$ cat src/rtl/hex_ascii_to_bin_if.sv
// ---------------------------------------------------------------------------
// hex_ascii_to_bin_if
//
// Character-in / word-out handshake bundle for the hex ASCII parser.
//
//   char_in[7:0]      ASCII character from the receiver
//   char_valid        char_in is valid
//   char_ready        parser can take a character this cycle
//   word_out[W-1:0]   parsed value, right-aligned, zero-extended
//   word_digits[CW-1:0] digit count that formed word_out (1..DIGITS)
//   word_valid        word_out / word_digits are valid
//   word_ready        consumer accepts the word
//   err               one-cycle pulse after an illegal character is consumed
//
// Modports: master = character source / word consumer, slave = parser.
// ---------------------------------------------------------------------------
interface hex_ascii_to_bin_if #(
    parameter int DIGITS = 8
);
    localparam int W  = 4 * DIGITS;
    localparam int CW = $clog2(DIGITS + 1);

    logic [7:0]    char_in;
    logic          char_valid;
    logic          char_ready;
    logic [W-1:0]  word_out;
    logic [CW-1:0] word_digits;
    logic          word_valid;
    logic          word_ready;
    logic          err;

    modport master (
        output char_in, char_valid, word_ready,
        input  char_ready, word_out, word_digits, word_valid, err
    );

    modport slave (
        input  char_in, char_valid, word_ready,
        output char_ready, word_out, word_digits, word_valid, err
    );
endinterface

$ cat src/rtl/hex_ascii_to_bin.sv
// ---------------------------------------------------------------------------
// hex_ascii_to_bin
//
// Streaming parser turning ASCII hex text into right-aligned binary words.
// Digits (0-9, A-F, a-f) shift into an accumulator; a terminator (LF, CR,
// space) or the DIGITS-th digit emits the word and holds it until the
// consumer takes it. Any other character pulses err and drops the partial
// word.
//
//   clk     rising-edge clock
//   rst_n   asynchronous active-low reset
//   bus     hex_ascii_to_bin_if.slave (character in, word out, err)
// ---------------------------------------------------------------------------
module hex_ascii_to_bin #(
    parameter int DIGITS = 8
) (
    input  logic               clk,
    input  logic               rst_n,
    hex_ascii_to_bin_if.slave  bus
);
    localparam int W  = 4 * DIGITS;
    localparam int CW = $clog2(DIGITS + 1);

    typedef enum logic {
        COLLECT,
        HOLD
    } state_t;

    typedef enum logic [1:0] {
        CLS_DIGIT,
        CLS_TERM,
        CLS_ILLEGAL
    } char_class_t;

    state_t        state, state_n;
    logic [W-1:0]  acc, acc_n;
    logic [CW-1:0] cnt, cnt_n;
    logic [W-1:0]  word_r, word_n;
    logic [CW-1:0] digits_r, digits_n;
    logic          err_r, err_n;

    char_class_t   cls;
    logic [3:0]    nibble;
    logic [W-1:0]  acc_shift;
    logic [CW-1:0] cnt_inc;

    // Character classification and nibble decode.
    always_comb begin
        // NOTE: every combinational output gets a default before any branch,
        // so no path leaves a value unassigned and no latch is inferred.
        cls    = CLS_ILLEGAL;
        nibble = 4'h0;
        if (bus.char_in >= 8'h30 && bus.char_in <= 8'h39) begin
            cls    = CLS_DIGIT;
            nibble = bus.char_in[3:0];
        end else if ((bus.char_in >= 8'h41 && bus.char_in <= 8'h46) ||
                     (bus.char_in >= 8'h61 && bus.char_in <= 8'h66)) begin
            // Letters have low nibble 1..6 in both cases; +9 maps to 10..15.
            cls    = CLS_DIGIT;
            nibble = bus.char_in[3:0] + 4'd9;
        end else if (bus.char_in == 8'h0A || bus.char_in == 8'h0D ||
                     bus.char_in == 8'h20) begin
            cls = CLS_TERM;
        end
    end

    assign acc_shift = (acc << 4) | W'(nibble);
    assign cnt_inc   = cnt + CW'(1);

    // Next-state / datapath logic.
    always_comb begin
        state_n  = state;
        acc_n    = acc;
        cnt_n    = cnt;
        word_n   = word_r;
        digits_n = digits_r;
        err_n    = 1'b0;

        case (state)
            COLLECT: begin
                if (bus.char_valid) begin
                    case (cls)
                        CLS_DIGIT: begin
                            if (cnt_inc == CW'(DIGITS)) begin
                                // Word is full: emit without waiting for a terminator.
                                word_n   = acc_shift;
                                digits_n = cnt_inc;
                                acc_n    = '0;
                                cnt_n    = '0;
                                state_n  = HOLD;
                            end else begin
                                acc_n = acc_shift;
                                cnt_n = cnt_inc;
                            end
                        end
                        CLS_TERM: begin
                            // Empty separators (repeated spaces, CR+LF) are swallowed.
                            if (cnt != '0) begin
                                word_n   = acc;
                                digits_n = cnt;
                                acc_n    = '0;
                                cnt_n    = '0;
                                state_n  = HOLD;
                            end
                        end
                        default: begin
                            err_n = 1'b1;
                            acc_n = '0;
                            cnt_n = '0;
                        end
                    endcase
                end
            end
            HOLD: begin
                if (bus.word_ready) begin
                    state_n = COLLECT;
                end
            end
            default: state_n = COLLECT;
        endcase
    end

    // NOTE: clocked state uses non-blocking assignments so every register
    // samples pre-edge values regardless of statement order.
    always_ff @(posedge clk or negedge rst_n) begin
        if (!rst_n) begin
            state    <= COLLECT;
            acc      <= '0;
            cnt      <= '0;
            word_r   <= '0;
            digits_r <= '0;
            err_r    <= 1'b0;
        end else begin
            state    <= state_n;
            acc      <= acc_n;
            cnt      <= cnt_n;
            word_r   <= word_n;
            digits_r <= digits_n;
            err_r    <= err_n;
        end
    end

    assign bus.word_valid  = (state == HOLD);
    assign bus.char_ready  = (state == COLLECT);
    assign bus.word_out    = word_r;
    assign bus.word_digits = digits_r;
    assign bus.err         = err_r;
endmodule

$ cat src/flat_wrapper.sv
// flat-port wrapper written by rule: the top's interface ports become plain ports
module hex_ascii_to_bin_flat 
#(
    parameter int DIGITS = 8
)
  (clk, rst_n, bus_char_in, bus_char_valid, bus_word_ready, bus_char_ready, bus_word_out, bus_word_digits, bus_word_valid, bus_err);
  hex_ascii_to_bin_if #(.DIGITS(DIGITS)) bus_i ();
  input  logic clk;
  input  logic rst_n;
  input wire logic [$bits(bus_i.char_in)-1:0] bus_char_in;
  input wire logic [$bits(bus_i.char_valid)-1:0] bus_char_valid;
  input wire logic [$bits(bus_i.word_ready)-1:0] bus_word_ready;
  output wire logic [$bits(bus_i.char_ready)-1:0] bus_char_ready;
  output wire logic [$bits(bus_i.word_out)-1:0] bus_word_out;
  output wire logic [$bits(bus_i.word_digits)-1:0] bus_word_digits;
  output wire logic [$bits(bus_i.word_valid)-1:0] bus_word_valid;
  output wire logic [$bits(bus_i.err)-1:0] bus_err;
  assign bus_i.char_in = bus_char_in;
  assign bus_i.char_valid = bus_char_valid;
  assign bus_i.word_ready = bus_word_ready;
  assign bus_char_ready = bus_i.char_ready;
  assign bus_word_out = bus_i.word_out;
  assign bus_word_digits = bus_i.word_digits;
  assign bus_word_valid = bus_i.word_valid;
  assign bus_err = bus_i.err;
  hex_ascii_to_bin #(.DIGITS(DIGITS)) u_core (.clk(clk), .rst_n(rst_n), .bus(bus_i));
endmodule
$ cat config.mk
export PLATFORM = sky130hd
export DESIGN_NAME = hex_ascii_to_bin_flat
export DESIGN_NICKNAME = d
export VERILOG_FILES = /design/src/rtl/hex_ascii_to_bin_if.sv /design/src/rtl/hex_ascii_to_bin.sv /design/src/flat_wrapper.sv
export SDC_FILE = /design/constraint.sdc
export NUM_CORES = 1
export LEC_CHECK = 0
export BUFFER_PORTS_ARGS = -buffer_cell sky130_fd_sc_hd__buf_2
export CORE_ASPECT_RATIO = 1.2
export CORE_MARGIN = 2
export CORE_UTILIZATION = 40
export DETAILED_ROUTE_END_ITERATION = 8
export PLACE_DENSITY = 0.61
export SYNTH_ARGS = -nofsm -noshare
export SYNTH_HDL_FRONTEND = slang
export SYNTH_SLANG_ARGS = --single-unit
$ cat constraint.sdc
create_clock -name clk -period 3.6 [get_ports clk]
set_input_delay 0.72 -clock clk [delete_from_list [all_inputs] [get_ports clk]]
set_output_delay 0.72 -clock clk [all_outputs]
set_load 0.1 [all_outputs]
==> metrics.txt, run 1 <==
crit start category primary input; P&R area growth vs syn 16.1%; share of cells above drive strength 1 0.465; post_cts resized 0; worst slew pin tran slightly above 900 ps; # diodes 0; largest area contributor in the netlist dfrtp_1; Post-synth top flop dfrtp_1; vias per cell 5.18; CP Depth 9; CTS Buf Count 9; clock root buffer clkbuf_8; Setup TNS 0 ps; WS Path Type in2reg; DRT iter0 DRCs 106; Mapped Cells between 200 and 300; Synth Net Count 276; Area contributors post-synth dfrtp_1 (52%), mux2_2 (15%), a22o_1 (8.3%); minimum clock period around 2700 ps; Max Root-Sink Buffers 2; CP cell instances buf_2 -> inv_1 -> ha_1 -> and3b_1 -> a311oi_1 -> or3_1 -> buf_4 -> mux2_2 -> mux2_2; DRC violations left 0; crit-path most repeated cell mux2_2; Rows 37; Worst R2R Setup Slack between 1500 and 2000 ps; status finished, final reports clean; synth cell count leaders dfrtp_1 (74), mux2_2 (48), a22o_1 (34); Clock transition at path regs 80 ps; first-pass GRT wire length approximately 11,000 µm; core area 0.00866 mm²; WL/cell around 16 µm; Crit path largest cell delay 410 ps; CP Capture Type flip-flop; fin area 0.00416 mm²; fraction of synthesized area in multiplexers 0.229; PortBufs 50; max_slew headroom 0.387; type of the worst min-delay path reg2reg; Synth top area share 0.516; VDD IR max 155 µV; Starting Density 0.414; DIE AREA 0.00975 mm²; Die X 90.5 µm; Post-Synth Adder-Cell Area 0.0209; global route overflow 0; RR Endpoint u_core.bus.word_out[12]; Placed Instance Area 0.00397 mm²; GRT Resource Usage Total 0.148; fmax 377 MHz; path depth of the worst reg2reg path 6; MaxCap Viol Count 0; crit path from bus_char_in[0]; register bit total from synthesis 74; syn_area_per_cell 13.9 µm²; die height 108 µm; WP buf/inv 3; critical path's top delay family multiplexers; Post-synth EDFFs 0; R2R Path Start u_core.cnt[0]; Pwr Density 383 mW/mm²; largest net degree at the start of global routing 75; Mapped Area 0.00359 mm²; clock latency on the worst-skew pair 340 ps; worst setup path endpoint u_core.bus.word_out[15]; Crit-path slowest cell a311oi_1; fin crit share 0.737; CTS tree done; via count 2,244; post-synth cell types 40; initial antenna violation count 0; Total Wirelength between 6000 and 7000 µm; Fin. Hold Viols 0; RSZ-0062 raised after global routing no; Crit path required time between 3000 and 4000 ps; Clock Skew 10.8 ps; Nets 330; post-route ant nets 0; Sink Count 74; Worst Path Arrival 2880 ps; # hold bufs at CTS 0; Final setup violation count 0; Synth Area in Simple Gates 0.0439; max-slew violations 0; top-count cell post-synth dfrtp_1; Synth Area in XOR/XNOR 0.0146; vias in the first global route around 2,300; CP max FO 15; largest family of logic cells by synthesized area multiplexers; H-tree levels 3; Synthesis Warnings 0; post-detail-place hpwl 4440 µm; Placer Congestion roughly 0.79; buffers inserted by post-CTS timing repair 0; TritonRoute pass-1 iters 4; ys async rst share 1.00; Compound-Gate Fraction of Synth Area 0.140; Lkg Pwr 2.13 nW; io pins 51; register area share after synthesis 0.516
## cell usage in the layout (no fill, tap or decap), types with 2 or more instances in the layout
master,instances
clkinvlp_4,2
o21ai_0,2
a221o_1,3
and3_1,2
clkbuf_8,10
buf_2,49
nor2b_1,2
nand2b_1,3
buf_4,9
inv_1,8
xnor2_1,6
nand2_1,5
nor2_1,2
mux2_2,48
dfrtp_1,74
nor3_1,2
mux2_4,18
a22o_1,34
or3_1,2
ha_1,6
clkinv_2,2
o31ai_1,2
nand3_1,4
## stage by stage
step                      utilization  hold WS (ps)  setup WS [ps]  cells  total power, mW
after floorplan                     -           424            621    258            0.938
after global routing            0.481           523            782    433             1.66
after global placement          0.459           477            625    418            0.979
final                           0.481           501            946    433             1.59
after detailed placement        0.459           476            594    418            0.980
after CTS                       0.481           502            952    433             1.62
## sequential cells by signal, indices dropped and copies added (netlist names)
| name | cells |
|---|---|
| u_core.acc | 32 |
| u_core.bus.word_out | 32 |
| u_core.bus.word_digits | 4 |
| u_core.cnt | 4 |
| u_core.bus.err | 1 |
| u_core.bus.word_valid | 1 |
## where the power goes
part	total, mW	internal (mW)	switching [mW]
clock	0.632	0.333	0.299
sequential	0.842	0.837	0.00519
combinational	0.119	0.0332	0.0863
total	1.59	1.20	0.391
## worst min-delay path by stage
stage | depth (start not counted) | endpoint | from | slack, ps
2_1_floorplan | 0 | u_core.acc[0] | rst_n | 420
3_3_place_gp | 1 | u_core.acc[28] | u_core.acc[28] | 480
3_5_place_dp | 1 | u_core.acc[28] | u_core.acc[28] | 480
4_1_cts | 1 | u_core.acc[31] | u_core.acc[31] | 500
5_1_grt | 1 | u_core.acc[29] | u_core.acc[29] | 520
6_report | 1 | u_core.acc[28] | u_core.acc[28] | 500
## cells by family (layout without fill, tap and decap cells)
family | count (synthesis) | count (layout)
compound gates | 53 | 53
xor+xnor | 6 | 6
fa+ha+maj | 6 | 6
buf+inv | 24 | 82
flops | 74 | 74
mux | 67 | 67
simple gates | 28 | 28
## cell type report
class | count | area (µm²)
fill | 816 | 4490
sequential | 74 | 1850
multi-input combinational | 160 | 1610
timing repair buffer | 59 | 333
tap | 117 | 146
clock buffer | 10 | 138
clock inverter | 5 | 55.1
inverter | 8 | 30.0
## per-layer routing
metal / vias to the layer above / global-route usage / wire length (µm) / share of wire
met5: - / 0 / 0 / 0
met4: 0 / 0.0725 / 102 / 0.015
met3: 8 / 0.0182 / 182 / 0.027
met2: 40 / 0.239 / 3300 / 0.49
met1: 1120 / 0.198 / 3210 / 0.47
li1: 1076 / - / - / -
Note: power is estimated with default switching activity, not from simulation.
==> run 2: changes to the inputs <==
==> constraint.sdc (replaced) <==
create_clock -name clk -period 2.5 [get_ports clk]
set_input_delay 0.5 -clock clk [delete_from_list [all_inputs] [get_ports clk]]
set_output_delay 0.5 -clock clk [all_outputs]
set_load 0.1 [all_outputs]
==> metrics.txt, run 2 (synthesis results as in run 1) <==
first-pass GRT wire length 11,900 µm (+3.5%); WP buf/inv 3 (unchanged); hold_ws 155 ps (-346 ps); DRC violations left 0 (unchanged); Sink Count 74 (unchanged); most common cell after layout, fill and taps aside dfrtp_1; Lkg Pwr 2.21 nW (+3.8%); PortBufs 50 (unchanged); post-route ant nets 0 (unchanged); status finished, final reports clean; max-slew violations 0 (unchanged); post-detail-place hpwl 4660 µm (+5.1%); Crit-path slowest cell or3_1; Final Util 0.501 (+0.0204); DIE AREA 0.00975 mm² (unchanged); # diodes 0 (unchanged); Clock transition at path regs 80 ps (about the same); post_cts resized 0 (unchanged); Placer Congestion 0.739 (-6.5%); critical path's top delay family simple AND/OR/NAND/NOR gates; Setup TNS 0 ps (unchanged); largest net degree at the start of global routing 47 (-37%); fin crit share 0.850; minimum clock period 2130 ps; clock root buffer clkbuf_8; crit start category primary input; io pins 51 (unchanged); Die X 90.5 µm (unchanged); TritonRoute pass-1 iters 4 (unchanged); fin area 0.00434 mm² (+4.2%); Crit path largest cell delay 470 ps (+60 ps); MaxCap Viol Count 0 (unchanged); CP Capture Type flip-flop; Fin. Hold Viols 0 (unchanged); global route overflow 0 (unchanged); die height 108 µm (unchanged); GRT Resource Usage Total 0.153 (+0.00546); CTS Buf Count 9 (unchanged); initial antenna violation count 0 (unchanged); worst slew pin tran 592 ps (-327 ps); vias per cell 5.19 (+0.23%); fmax ~470 MHz; core area 0.00866 mm² (unchanged); P&R area growth vs syn 21.0%; routing usage on met2 0.238 (-0.00107); Rows 37 (unchanged); most frequent cells in the layout dfrtp_1 (73), buf_2 (49), mux2_2 (48); Total Wirelength 6840 µm (+0.62%); WS Path Type in2reg; buffers inserted by post-CTS timing repair 0 (unchanged); path depth of the worst reg2reg path 6 (unchanged); Starting Density 0.414 (unchanged); Nets 341 (+3.3%); H-tree levels 3 (unchanged); WL/cell 15.4 µm (-1.7%); CP Depth 9 (unchanged); met1 Usage GRT 0.215 (+0.0166); CP max FO 19 (+4); vias in the first global route 2,381 (+1.4%); M3 GR Usage 0.0273 (+0.00910); RSZ-0062 raised after global routing no; Worst Path Arrival 2350 ps (-530 ps); CP cell instances buf_2 -> inv_1 -> ha_2 -> and3b_1 -> a311oi_2 -> or3_1 -> o32ai_4 -> buf_12 -> mux2_4; clock latency on the worst-skew pair 340 ps (about the same); max_slew headroom 0.605 (+0.218); Max Root-Sink Buffers 2 (unchanged); Pwr Density 535 mW/mm² (+40%); Placed Instance Area 0.00415 mm² (+4.5%); Final setup violation count 0 (unchanged); VDD IR max 213 µV (+37%); # hold bufs at CTS 0 (unchanged); via count 2,301 (+2.5%); CTS tree done; type of the worst min-delay path in2async; Crit path required time 2730 ps (-1090 ps); DRT iter0 DRCs 72 (-32%); share of cells above drive strength 1 0.503 (+0.0379); Clock Skew 11.4 ps (+0.526 ps); gr busiest metal met2
==> run 2: cell count changes in the layout (fill, tap and decap cells not counted), moves of 2 or more <==
cell,previous run,this run
buf_12,1,6
ha_1,6,4
buf_4,9,15
inv_1,8,6
==> run 2: routing by layer <==
metal  part of all wire  wire [µm]
met1               0.48       3300
met2               0.48       3250
met3              0.029        196
met4              0.013         88
met5                  0          0
==> run 2: area by class of cell <==
type / instances / area (µm²)
clock buffer: 11 / 151
multi-input combinational: 160 / 1640
inverter: 8 / 33.8
tap: 117 / 146
timing repair buffer: 70 / 478
clock inverter: 3 / 40.0
fill: 790 / 4320
sequential: 74 / 1850
==> run 2: power by group <==
| group | switching [mW] | internal (mW) | leakage [nW] |
|---|---|---|---|
| clock | 0.409 | 0.501 | 0.101 |
| combinational | 0.130 | 0.0688 | 1.08 |
| sequential | 0.00708 | 1.21 | 1.02 |
| total | 0.546 | 1.78 | 2.21 |
==> run 2: final timing paths <==
kind                                                   to           start  slack (ps)
worst max-delay path              u_core.bus.word_out[25]  bus_char_in[0]         370
worst min-delay path            u_core.bus.word_digits[3]           rst_n         150
worst max register to register    u_core.bus.word_out[25]   u_core.cnt[0]         540
worst min register to register             u_core.acc[28]  u_core.acc[28]         500
max in group asynchronous                  u_core.acc[27]           rst_n        1760
min in group clk                    u_core.bus.word_valid  bus_word_ready         320
==> run 2: per-stage QoR <==
stage               total power [mW]  setup WS [ps]  instances
floorplan                       1.35           1.66        258
global placement                1.44           18.6        429
detailed placement              1.44           4.79        429
CTS                             2.36            370        443
global route                    2.43            285        443
finish                          2.32            375        443
==> run 3: changes to the inputs <==
==> constraint.sdc (replaced) <==
create_clock -name clk -period 2.5 [get_ports clk]
set_input_delay 0.25 -clock clk [delete_from_list [all_inputs] [get_ports clk]]
set_output_delay 0.25 -clock clk [all_outputs]
set_load 0.1 [all_outputs]
==> metrics.txt, run 3 (synthesis results as in run 1) <==
Clock Skew 8.76 ps (-2.60 ps); Max Root-Sink Buffers 2 (unchanged); post-detail-place hpwl 4720 µm (+1.4%); TritonRoute pass-1 iters 4 (unchanged); initial antenna violation count 0 (unchanged); first-pass GRT wire length 11,500 µm (-3.0%); vias per cell 5.17 (-0.47%); post_cts resized 0 (unchanged); die height 108 µm (unchanged); fmax 474 MHz (+0.82%); Fin. Hold Viols 0 (unchanged); Starting Density 0.414 (unchanged); PortBufs 50 (unchanged); type of the worst min-delay path in2reg; Die X 90.5 µm (unchanged); most common cell after layout, fill and taps aside dfrtp_1; critical path's top delay family multiplexers; post-route ant nets 0 (unchanged); Final Util 0.491 (-0.0104); Sink Count 74 (unchanged); vias in the first global route 2,283 (-4.1%); global route overflow 0 (unchanged); most frequent cells in the layout dfrtp_1 (73), buf_2 (49), mux2_2 (48); Pwr Density 511 mW/mm² (-4.5%); combinational power share 0.086 (about the same); Internal 1.64 mW (-7.7%); WL/cell 15.3 µm (-0.86%); Rows 37 (unchanged); H-tree levels 3 (unchanged); Setup TNS 0 ps (unchanged); max_slew headroom 0.603 (-0.00205); CTS tree done; Nets 340 (-0.29%); DIE AREA 0.00975 mm² (unchanged); # diodes 0 (unchanged); minimum clock period 2110 ps (-17.3 ps); Crit-path slowest cell or3_1; Total Wirelength 6770 µm (-1.1%); RSZ-0062 raised after global routing no; io pins 51 (unchanged); status finished, final reports clean; DRC violations left 0 (unchanged); hold_ws 84.7 ps (-69.9 ps); Lkg Pwr 2.18 nW (-1.4%); fin crit share 0.843 (-0.00693); Crit path largest cell delay 340 ps (-130 ps); MaxCap Viol Count 0 (unchanged); Crit path required time 2710 ps (-20 ps); Fill cells 778 (-1.5%); clock root buffer clkbuf_8; DRT iter0 DRCs 73 (+1.4%); Worst Path Arrival 2320 ps (-30 ps); GRT Resource Usage Total 0.147 (-0.00624); largest net degree at the start of global routing 48 (+2.1%); CTS Buf Count 9 (unchanged); crit start category primary input; via count 2,285 (-0.70%); VDD IR max 224 µV (+5.2%); P&R area growth vs syn 18.5%; worst slew pin tran 595 ps (+3.08 ps); P_sw 532 µW (-2.6%); WP buf/inv 3 (unchanged); Clock transition at path regs 70 ps (about the same); max-slew violations 0 (unchanged); WS Path Type in2reg; share of cells above drive strength 1 0.480 (-0.0231); crit-path most repeated cell mux2_2; sequential power share 0.559 (+0.037); core area 0.00866 mm² (unchanged); Placer Congestion 0.862 (+17%); CP cell instances buf_2 -> inv_1 -> ha_1 -> and3b_1 -> a311oi_1 -> or3_1 -> buf_12 -> mux2_2 -> mux2_2; Switching Share 0.245 (+0.00999); CP Capture Type flip-flop; CP max FO 15 (-4); clock latency on the worst-skew pair 330 ps (about the same); Clk pwr share 0.355 (-0.037); Final setup violation count 0 (unchanged)
## run 3: routing by layer
metal,up-vias,global-route usage,part of all wire
met1,1134,0.208,0.49
li1,1091,-,-
met2,52,0.221,0.46
met3,8,0.0273,0.036
met4,0,0.0648,0.013
met5,-,0,0
## run 3: path summary, 6_finish.rpt
kind / cells past startpoint / startpoint / end / slack, ps
setup reg to reg: 5 / u_core.cnt[0] / u_core.bus.word_out[3] / 540
hold reg to reg: 1 / u_core.acc[28] / u_core.acc[28] / 500
min in group asynchronous: 2 / rst_n / u_core.bus.word_out[26] / 460
max in group asynchronous: 3 / rst_n / u_core.acc[19] / 1360
setup / recovery: 9 / bus_char_in[0] / u_core.bus.word_out[7] / 390
hold / removal: 2 / bus_word_ready / u_core.bus.word_valid / 80
## run 3: metrics by stage
step	instance area (µm²)	setup WS (ps)	total power [mW]	cells
floorplan	3590	83.1	1.35	258
global placement	4080	122	1.42	427
detailed placement	4080	49.0	1.42	427
CTS	4250	390	2.21	442
global route	4250	277	2.28	442
finish	4250	392	2.17	442
## run 3: worst reg2reg max path: stages (launching register included)
cell     delay (ps)
dfrtp_1         470
ha_1            260
nand3_1         180
o32ai_4         360
buf_12          230
mux2_2          360
## run 3: repair_timing
action	4_1_cts	5_1_grt
endpoints found under the setup margin	0	0
buffers inserted	0	0
hold buffers	1	0
endpoints found under the hold margin	45	0
## run 3: cell type report
type                            count  area, µm²  area share
Multi-Input combinational cell    160       1610       0.379
Sequential cell                    74       1850       0.436
Inverter                            8       33.8     0.00795
Tap cell                          117        146      0.0344
Clock inverter                      3       17.5     0.00412
Timing Repair Buffer               69        448       0.105
Clock buffer                       11        141      0.0333
## run 3: power groups by stage
stage,Combinational (mW),Sequential (mW),Clock [mW]
floorplan,0.0760,1.27,0
global placement,0.187,1.24,0
detailed placement,0.188,1.24,0
CTS,0.189,1.21,0.803
global route,0.205,1.21,0.858
finish,0.187,1.21,0.770
